===== src/rtl/viterbi_frame_ctrl.sv =====
// viterbi_frame_ctrl: frame sequencer for the encoder -> channel -> decoder loopback.
// Pulls FRAME_LEN source bits into the encoder, flushes TAIL zero bits, forwards
// encoder symbols to the decoder and scores decoded bits against a delayed copy
// of the sent data bits.
// Optional feature: define VITERBI_ERR_INJ_EN to enable periodic channel error
// injection (bit 0 of the symbol flipped on 2 of every 2^ERR_N data symbols).
module viterbi_frame_ctrl #(
    parameter int FRAME_LEN = 256,
    parameter int TAIL      = 2,
    parameter int DEC_LAT   = 24,
    parameter int ERR_N     = 4
) (
    input  logic        clk,
    input  logic        rst,
    input  logic        start_i,
    input  logic        src_bit_i,
    input  logic        src_valid_i,
    output logic        src_ready_o,
    output logic        enc_en_o,
    output logic        enc_bit_o,
    input  logic        enc_valid_i,
    input  logic [1:0]  enc_sym_i,
    output logic        dec_en_o,
    output logic [1:0]  dec_sym_o,
    input  logic        dec_bit_i,
    output logic        busy_o,
    output logic        done_o,
    output logic [15:0] err_inj_ct_o,
    output logic [15:0] bit_err_ct_o
);

    localparam int TW = (TAIL > 1) ? $clog2(TAIL + 1) : 1;
    localparam int DW = $clog2(DEC_LAT + 2);

    typedef enum logic [2:0] {S_IDLE, S_LOAD, S_TAIL, S_DRAIN, S_DONE} state_t;

    state_t          state;
    logic [15:0]     bit_ct;
    logic [TW-1:0]   tail_ct;
    logic [DW-1:0]   drain_ct;
    logic            enc_data;     // the bit currently on enc_bit_o is a data bit
    logic            handshake;
    logic            start_acc;
    logic [1:0]      mask;
    logic            dly_vld [DEC_LAT];
    logic            dly_bit [DEC_LAT];

    assign src_ready_o = (state == S_LOAD);
    assign busy_o      = (state != S_IDLE);
    assign handshake   = src_valid_i & src_ready_o;
    assign start_acc   = start_i & (state == S_IDLE);

    // Frame sequencing FSM with registered encoder drive and done pulse.
    always_ff @(posedge clk or negedge rst) begin
        if (!rst) begin
            state     <= S_IDLE;
            bit_ct    <= '0;
            tail_ct   <= '0;
            drain_ct  <= '0;
            enc_en_o  <= 1'b0;
            enc_bit_o <= 1'b0;
            enc_data  <= 1'b0;
            done_o    <= 1'b0;
        end else begin
            enc_en_o  <= 1'b0;
            enc_bit_o <= 1'b0;
            enc_data  <= 1'b0;
            done_o    <= 1'b0;
            case (state)
                S_IDLE: begin
                    if (start_i) begin
                        state  <= S_LOAD;
                        bit_ct <= '0;
                    end
                end
                S_LOAD: begin
                    if (handshake) begin
                        enc_en_o  <= 1'b1;
                        enc_bit_o <= src_bit_i;
                        enc_data  <= 1'b1;
                        bit_ct    <= bit_ct + 16'd1;
                        // Leaving on the last handshake drops ready on the same edge.
                        if (bit_ct == 16'(FRAME_LEN - 1)) begin
                            state   <= S_TAIL;
                            tail_ct <= '0;
                        end
                    end
                end
                S_TAIL: begin
                    enc_en_o <= 1'b1;
                    tail_ct  <= tail_ct + 1'b1;
                    if (tail_ct == TW'(TAIL - 1)) begin
                        state    <= S_DRAIN;
                        drain_ct <= '0;
                    end
                end
                S_DRAIN: begin
                    // DEC_LAT+2 cycles guarantees the last data bit has left the delay line.
                    if (drain_ct == DW'(DEC_LAT + 1)) begin
                        state  <= S_DONE;
                        done_o <= 1'b1;
                    end else begin
                        drain_ct <= drain_ct + 1'b1;
                    end
                end
                S_DONE: begin
                    state <= S_IDLE;
                end
                default: begin
                    state <= S_IDLE;
                end
            endcase
        end
    end

    // Scoring delay line: stage 0 captures the encoder beat, last stage meets dec_bit_i.
    for (genvar gi = 0; gi < DEC_LAT; gi++) begin : g_dly
        if (gi == 0) begin : g_head
            // Load the head stage; tail bits enter with vld cleared.
            always_ff @(posedge clk or negedge rst) begin
                if (!rst) begin
                    dly_vld[gi] <= 1'b0;
                    dly_bit[gi] <= 1'b0;
                end else begin
                    dly_vld[gi] <= enc_en_o & enc_data;
                    dly_bit[gi] <= enc_bit_o;
                end
            end
        end else begin : g_body
            // Shift one stage per cycle regardless of source stalls.
            always_ff @(posedge clk or negedge rst) begin
                if (!rst) begin
                    dly_vld[gi] <= 1'b0;
                    dly_bit[gi] <= 1'b0;
                end else begin
                    dly_vld[gi] <= dly_vld[gi-1];
                    dly_bit[gi] <= dly_bit[gi-1];
                end
            end
        end
    end

    // Saturating decoded-bit mismatch counter, cleared by an accepted start.
    always_ff @(posedge clk or negedge rst) begin
        if (!rst) begin
            bit_err_ct_o <= '0;
        end else if (start_acc) begin
            bit_err_ct_o <= '0;
        end else if (dly_vld[DEC_LAT-1] && (dly_bit[DEC_LAT-1] != dec_bit_i) &&
                     (bit_err_ct_o != 16'hFFFF)) begin
            bit_err_ct_o <= bit_err_ct_o + 16'd1;
        end
    end

`ifdef VITERBI_ERR_INJ_EN
    logic [16:0] sym_ct;

    // Corrupt symbol bit 0 on the last two symbols of each 2^ERR_N block of data symbols.
    always_comb begin
        mask = 2'b00;
        if (enc_valid_i && busy_o && (sym_ct < 17'(FRAME_LEN)) && (&sym_ct[ERR_N-1:1]))
            mask = 2'b01;
    end

    // Count frame symbols and injected errors.
    always_ff @(posedge clk or negedge rst) begin
        if (!rst) begin
            sym_ct       <= '0;
            err_inj_ct_o <= '0;
        end else if (start_acc) begin
            sym_ct       <= '0;
            err_inj_ct_o <= '0;
        end else if (enc_valid_i && busy_o) begin
            sym_ct <= sym_ct + 17'd1;
            if (mask != 2'b00)
                err_inj_ct_o <= err_inj_ct_o + 16'd1;
        end
    end
`else
    assign mask         = 2'b00;
    assign err_inj_ct_o = '0;
`endif

    // Channel: one-cycle forward of encoder symbols to the decoder.
    always_ff @(posedge clk or negedge rst) begin
        if (!rst) begin
            dec_en_o  <= 1'b0;
            dec_sym_o <= 2'b00;
        end else begin
            dec_en_o  <= enc_valid_i;
            dec_sym_o <= enc_sym_i ^ mask;
        end
    end

endmodule


===== config.mk =====
export PLATFORM = sky130hd
export DESIGN_NAME = viterbi_frame_ctrl
export DESIGN_NICKNAME = d
export VERILOG_FILES = /design/src/rtl/viterbi_frame_ctrl.sv
export SDC_FILE = /design/constraint.sdc
export NUM_CORES = 1
export LEC_CHECK = 0
export BUFFER_PORTS_ARGS = -buffer_cell sky130_fd_sc_hd__clkbuf_2
export CAP_MARGIN = 15
export CORE_ASPECT_RATIO = 2
export CORE_MARGIN = 10
export CORE_UTILIZATION = 45
export DETAILED_ROUTE_END_ITERATION = 10
export HOLD_SLACK_MARGIN = 0.05
export PLACE_DENSITY = 0.72
export RECOVER_POWER = 25
export SLEW_MARGIN = 5
export SYNTH_ARGS = -nofsm -noshare
export SYNTH_HDL_FRONTEND = slang
export SYNTH_SLANG_ARGS = --single-unit

===== constraint.sdc =====
create_clock -name clk -period 5.8 [get_ports clk]
set_input_delay 1.16 -clock clk [delete_from_list [all_inputs] [get_ports clk]]
set_output_delay 1.16 -clock clk [all_outputs]
set_load 0.03 [all_outputs]

# After elaboration in Yosys (flattened, before gate mapping)
# Cells that the tools add are included.
# totals
input_bits	9
out_inout_bits	40
reg_bits	97
# op_classes
addsub	4
n_mux	24
eq_ne	14
bitwise_logic	3
reduce_logical	12
# ops
op	n
two-way mux 16 bit	4
adder 16 x 1 -> 16 bit (second input constant)	2
one-hot mux 16 bit (2 select lines)	1
equality test 16 x 8 -> 1 bit (second input constant)	1
!= test 16 bit (second input constant)	1
two-way mux 3 bit	5
one-hot mux 3 bit (4 select lines)	1
two-way mux 5 bit	2
one-hot mux 5 bit (2 select lines)	1
AND reduction 3 bit	3
!= test 2 bit (second input constant)	4
nonzero test 2 bit	4
equality test 3 x 2 -> 1 bit (second input constant)	2
two-way mux 1 bit	6
adder 5 x 1 -> 5 bit (second input constant)	1
equality test 5 bit (second input constant)	1
AND reduction 5 bit	1
two-way mux 2 bit	2
!= test 2 x 1 -> 1 bit (second input constant)	2
one-hot mux 2 bit (2 select lines)	1
bitwise AND 1 bit	3
equality test 3 x 1 -> 1 bit (second input constant)	1
zero test 3 bit	1
nonzero test 3 bit	1
5 further kinds	6

# Logic depth before layout (Yosys ltp)
# logic_depth
ltp_word	5
depth_mapped	6
ltp_nobuf	6

# Worst setup path after synthesis
# OpenSTA, ideal clock, no wires.
# synth_path
kind	input to register
from	input port dec_bit_i
to	register bit_err_ct_o[13]
arrival_time_ns	2.536
t_required_ns	5.722
setup_ns	0.078
path_buffers	1
path_slack_ns	3.186
stages	5
path_cell_list	xnor2_1 > or4_1 > buf_2 > or4_1 > a21oi_1
# synth_between
elab_chain_len	4
# synth_lines
element	line	source
start: declaration	25	input logic dec_bit_i,
!= test 1 bit	149	end else if (dly_vld[DEC_LAT-1] && (dly_bit[DEC_LAT-1] != dec_bit_i) &&
logical AND 1 bit (2 in a row)	149	
nonzero test 2 bit (no source line)	--	
end signal: assignment	151	bit_err_ct_o <= bit_err_ct_o + 16'd1;
end: declaration	29	output logic [15:0] bit_err_ct_o
# No other way between the ends.
# A chain may end at the register's enable or synchronous reset.

==> results.cfg <==
[status]
status = complete, but fails checks
violations = capacitance limit, slew limit

[logic_synthesis]
synth_flop_cell = dfrtp_1
ys_types = 49
avgSynthCellArea_um2 = 11.53
synth_seq_cells = 97
synth-edff-count = 0
ys_seq_area_share_pct = 61.57
yosys_warnings = 0
synthCells = 342
netlist_area_um2 = 3943
async_flop_share_pct = 100.0

[job]
drv_cap = 1

[clock_tree]
cts.sinks = 97
post_cts_buffers = 0
cts_root_buffer = clkbuf_16
cts.clk_slew.worst_paths_ns = 0.07
ctsHoldBuffers = 0
htreeDepth = 3
clock_latency_ns = 0.34
cts.path.max_buffers = 2
numCtsBuffers = 9
cts_tree = done
post_cts_resized = 0

[power_and_ir_drop]
irDropWorstVdd_mv = 0.2768
powerDensity_nw_per_um2 = 419.5
leakagePower_uw = 0.002074

[place]
gp_congestion = 0.8767
hpwl_um = 5302
dpl_cell_area_um2 = 4144
io_buffers = 32

[drt]
drc = 0
drt_pass1_iterations = 4
postRouteAntennaNets = 0
viasPerCell = 5.649
wirelength_um = 7582
vias = 2717
wire_per_inst_um = 15.76
drt_iter0_markers = 152

[critical_path]
crit_family = buffers and inverters
slowest_stage = clkbuf_1
end_kind = asynchronous set/reset pin
start_kind = primary input
startpoint = rst
crit_arrival_ns = 3.12
cp_cell_sequence = clkbuf_1, buf_4
critPathBufInv = 2
crit_fanout = 71
required_ns = 6.16
path_class = in -> async
reg2reg_from = state[0]
cpPeakStageDelay_ns = 1.08

[floorplanning]
fp-row-count = 48
initial_core_util_pct = 45.91
die_w_um = 86.19
die_h_um = 152.4
num_io_pins = 49
core_um2 = 8588
dieArea_um2 = 13130

[grt]
antenna_found_initial = 0
grt_usage_pct = 11.95
grt_pass1_vias = 2766
grt_pass1_wl_um = 12970
grt_max_degree = 72
grt-ovfl-total = 0

[cells_and_area]
final_common_cell = dfrtp_1
layout-drive-gt1-share_pct = 16.01
design_area_um2 = 4456
area_growth_pct = 13.01
layout.nets = 390
num_antenna_cells = 0
final_cell_mix = dfrtp_1, clkbuf_2, nand2_1
fin_util_pct = 51.88

[sta]
period_needed_ns = 2.761
holdWs_ns = 0.3507
fin_crit_sh_pct = 47.61
clock.fmax_ghz = 0.3622
setup_viol = 0
finalClockSkew_ns = 0.007065
finalHoldViolCount = 0
rsz0062_at_grt = false
tns_ns = 0
slew_violations = 28
tightestPinTransition_ns = 1.521
max_slew_margin_pct = -1.412

[hold_path]
hp-start = dly_vld[19]
hold_class = reg -> reg
-- synth_stat cells (all sizes together) (3+ instances only) --
library cell | instances | area share, %
o31ai | 11 | 2.1
or2 | 5 | 0.79
or3 | 5 | 0.79
nor3 | 5 | 0.63
xor2 | 4 | 0.89
nand2b | 4 | 0.63
ha | 5 | 1.6
nor2 | 20 | 1.9
xnor2 | 5 | 1.1
a22o | 3 | 0.67
buf | 19 | 3.4
nor4 | 10 | 1.6
mux2i | 3 | 0.76
nand3 | 11 | 1.4
clkbuf | 8 | 0.76
o21ai | 12 | 1.5
nand4 | 10 | 1.6
and2 | 5 | 0.79
dfrtp | 97 | 62
mux2 | 4 | 1.1
inv | 9 | 0.86
or4 | 14 | 2.7
nand2 | 25 | 2.4
a21oi | 19 | 2.4
-- final timing paths --
check | to | slack, ns | depth (start not counted)
worst max-delay path | dly_vld[1] | 3.04 | 2
worst max register to register | bit_ct[12] | 3.58 | 4
worst min register to register | dly_vld[18] | 0.35 | 0
max in group clk | busy_o | 3.04 | 2
min in group asynchronous | drain_ct[4] | 1.18 | 1
worst min-delay path | dly_vld[18] | 0.35 | 0
-- registers in the layout (all words and copies together), names as in the netlist --
signal        cells
dec_en_o          1
dly_vld          24
enc_data          1
dec_sym_o         2
dly_bit          24
bit_ct           16
state             3
tail_ct           2
bit_err_ct_o     16
enc_en_o          1
enc_bit_o         1
done_o            1
drain_ct          5
-- cell families (layout without fill, tap and decap cells) --
family                   after synthesis  after routing  share of synthesized area, %
adder cells (fa/ha/maj)                5              5                         1.587
AND/OR/NAND/NOR                      126            126                         17.74
multiplexers                           7              7                         1.904
AO/OA/AOI/OAI                         61             61                         10.06
flip-flops                            97             97                         61.57
buffers and inverters                 36             60                         5.046
other                                  1             16                       0.09512
XOR/XNOR                               9              9                         1.999
-- layout make-up --
| type | instances | area [um^2] |
|---|---|---|
| fillers | 756 | 4133 |
| flip-flops and latches | 97 | 2427 |
| multi-input cells | 224 | 1373 |
| clock buffers | 9 | 225.2 |
| repair buffers | 35 | 181.4 |
| well taps | 100 | 125.1 |
| clock inverters | 7 | 90.09 |
| inverters | 9 | 33.78 |
-- power by group --
part	internal (uW)	switching, uW	total [uW]
sequential	784	113	897
combinational	150	221	372
clock	344	257	601
total	1280	591	1870
-- metal layers --
layer  global-route usage (%)  up-vias  share of wire, %
met5                        0        -                 0
met1                    13.23     1349                40
met4                    6.206        0               2.8
li1                         -     1278                 -
met3                    3.319       19               4.9
met2                    20.01       71                53
-- through the flow --
stage | setup WS (ns) | total power [uW] | std cells
finish | 3.039 | 1869 | 481
global route | 2.740 | 1985 | 481
CTS | 3.017 | 1894 | 481
detailed placement | 2.920 | 1282 | 465
global placement | 2.949 | 1264 | 465
floorplan | 3.186 | 1173 | 357
(Power assumes the default switching activity.)
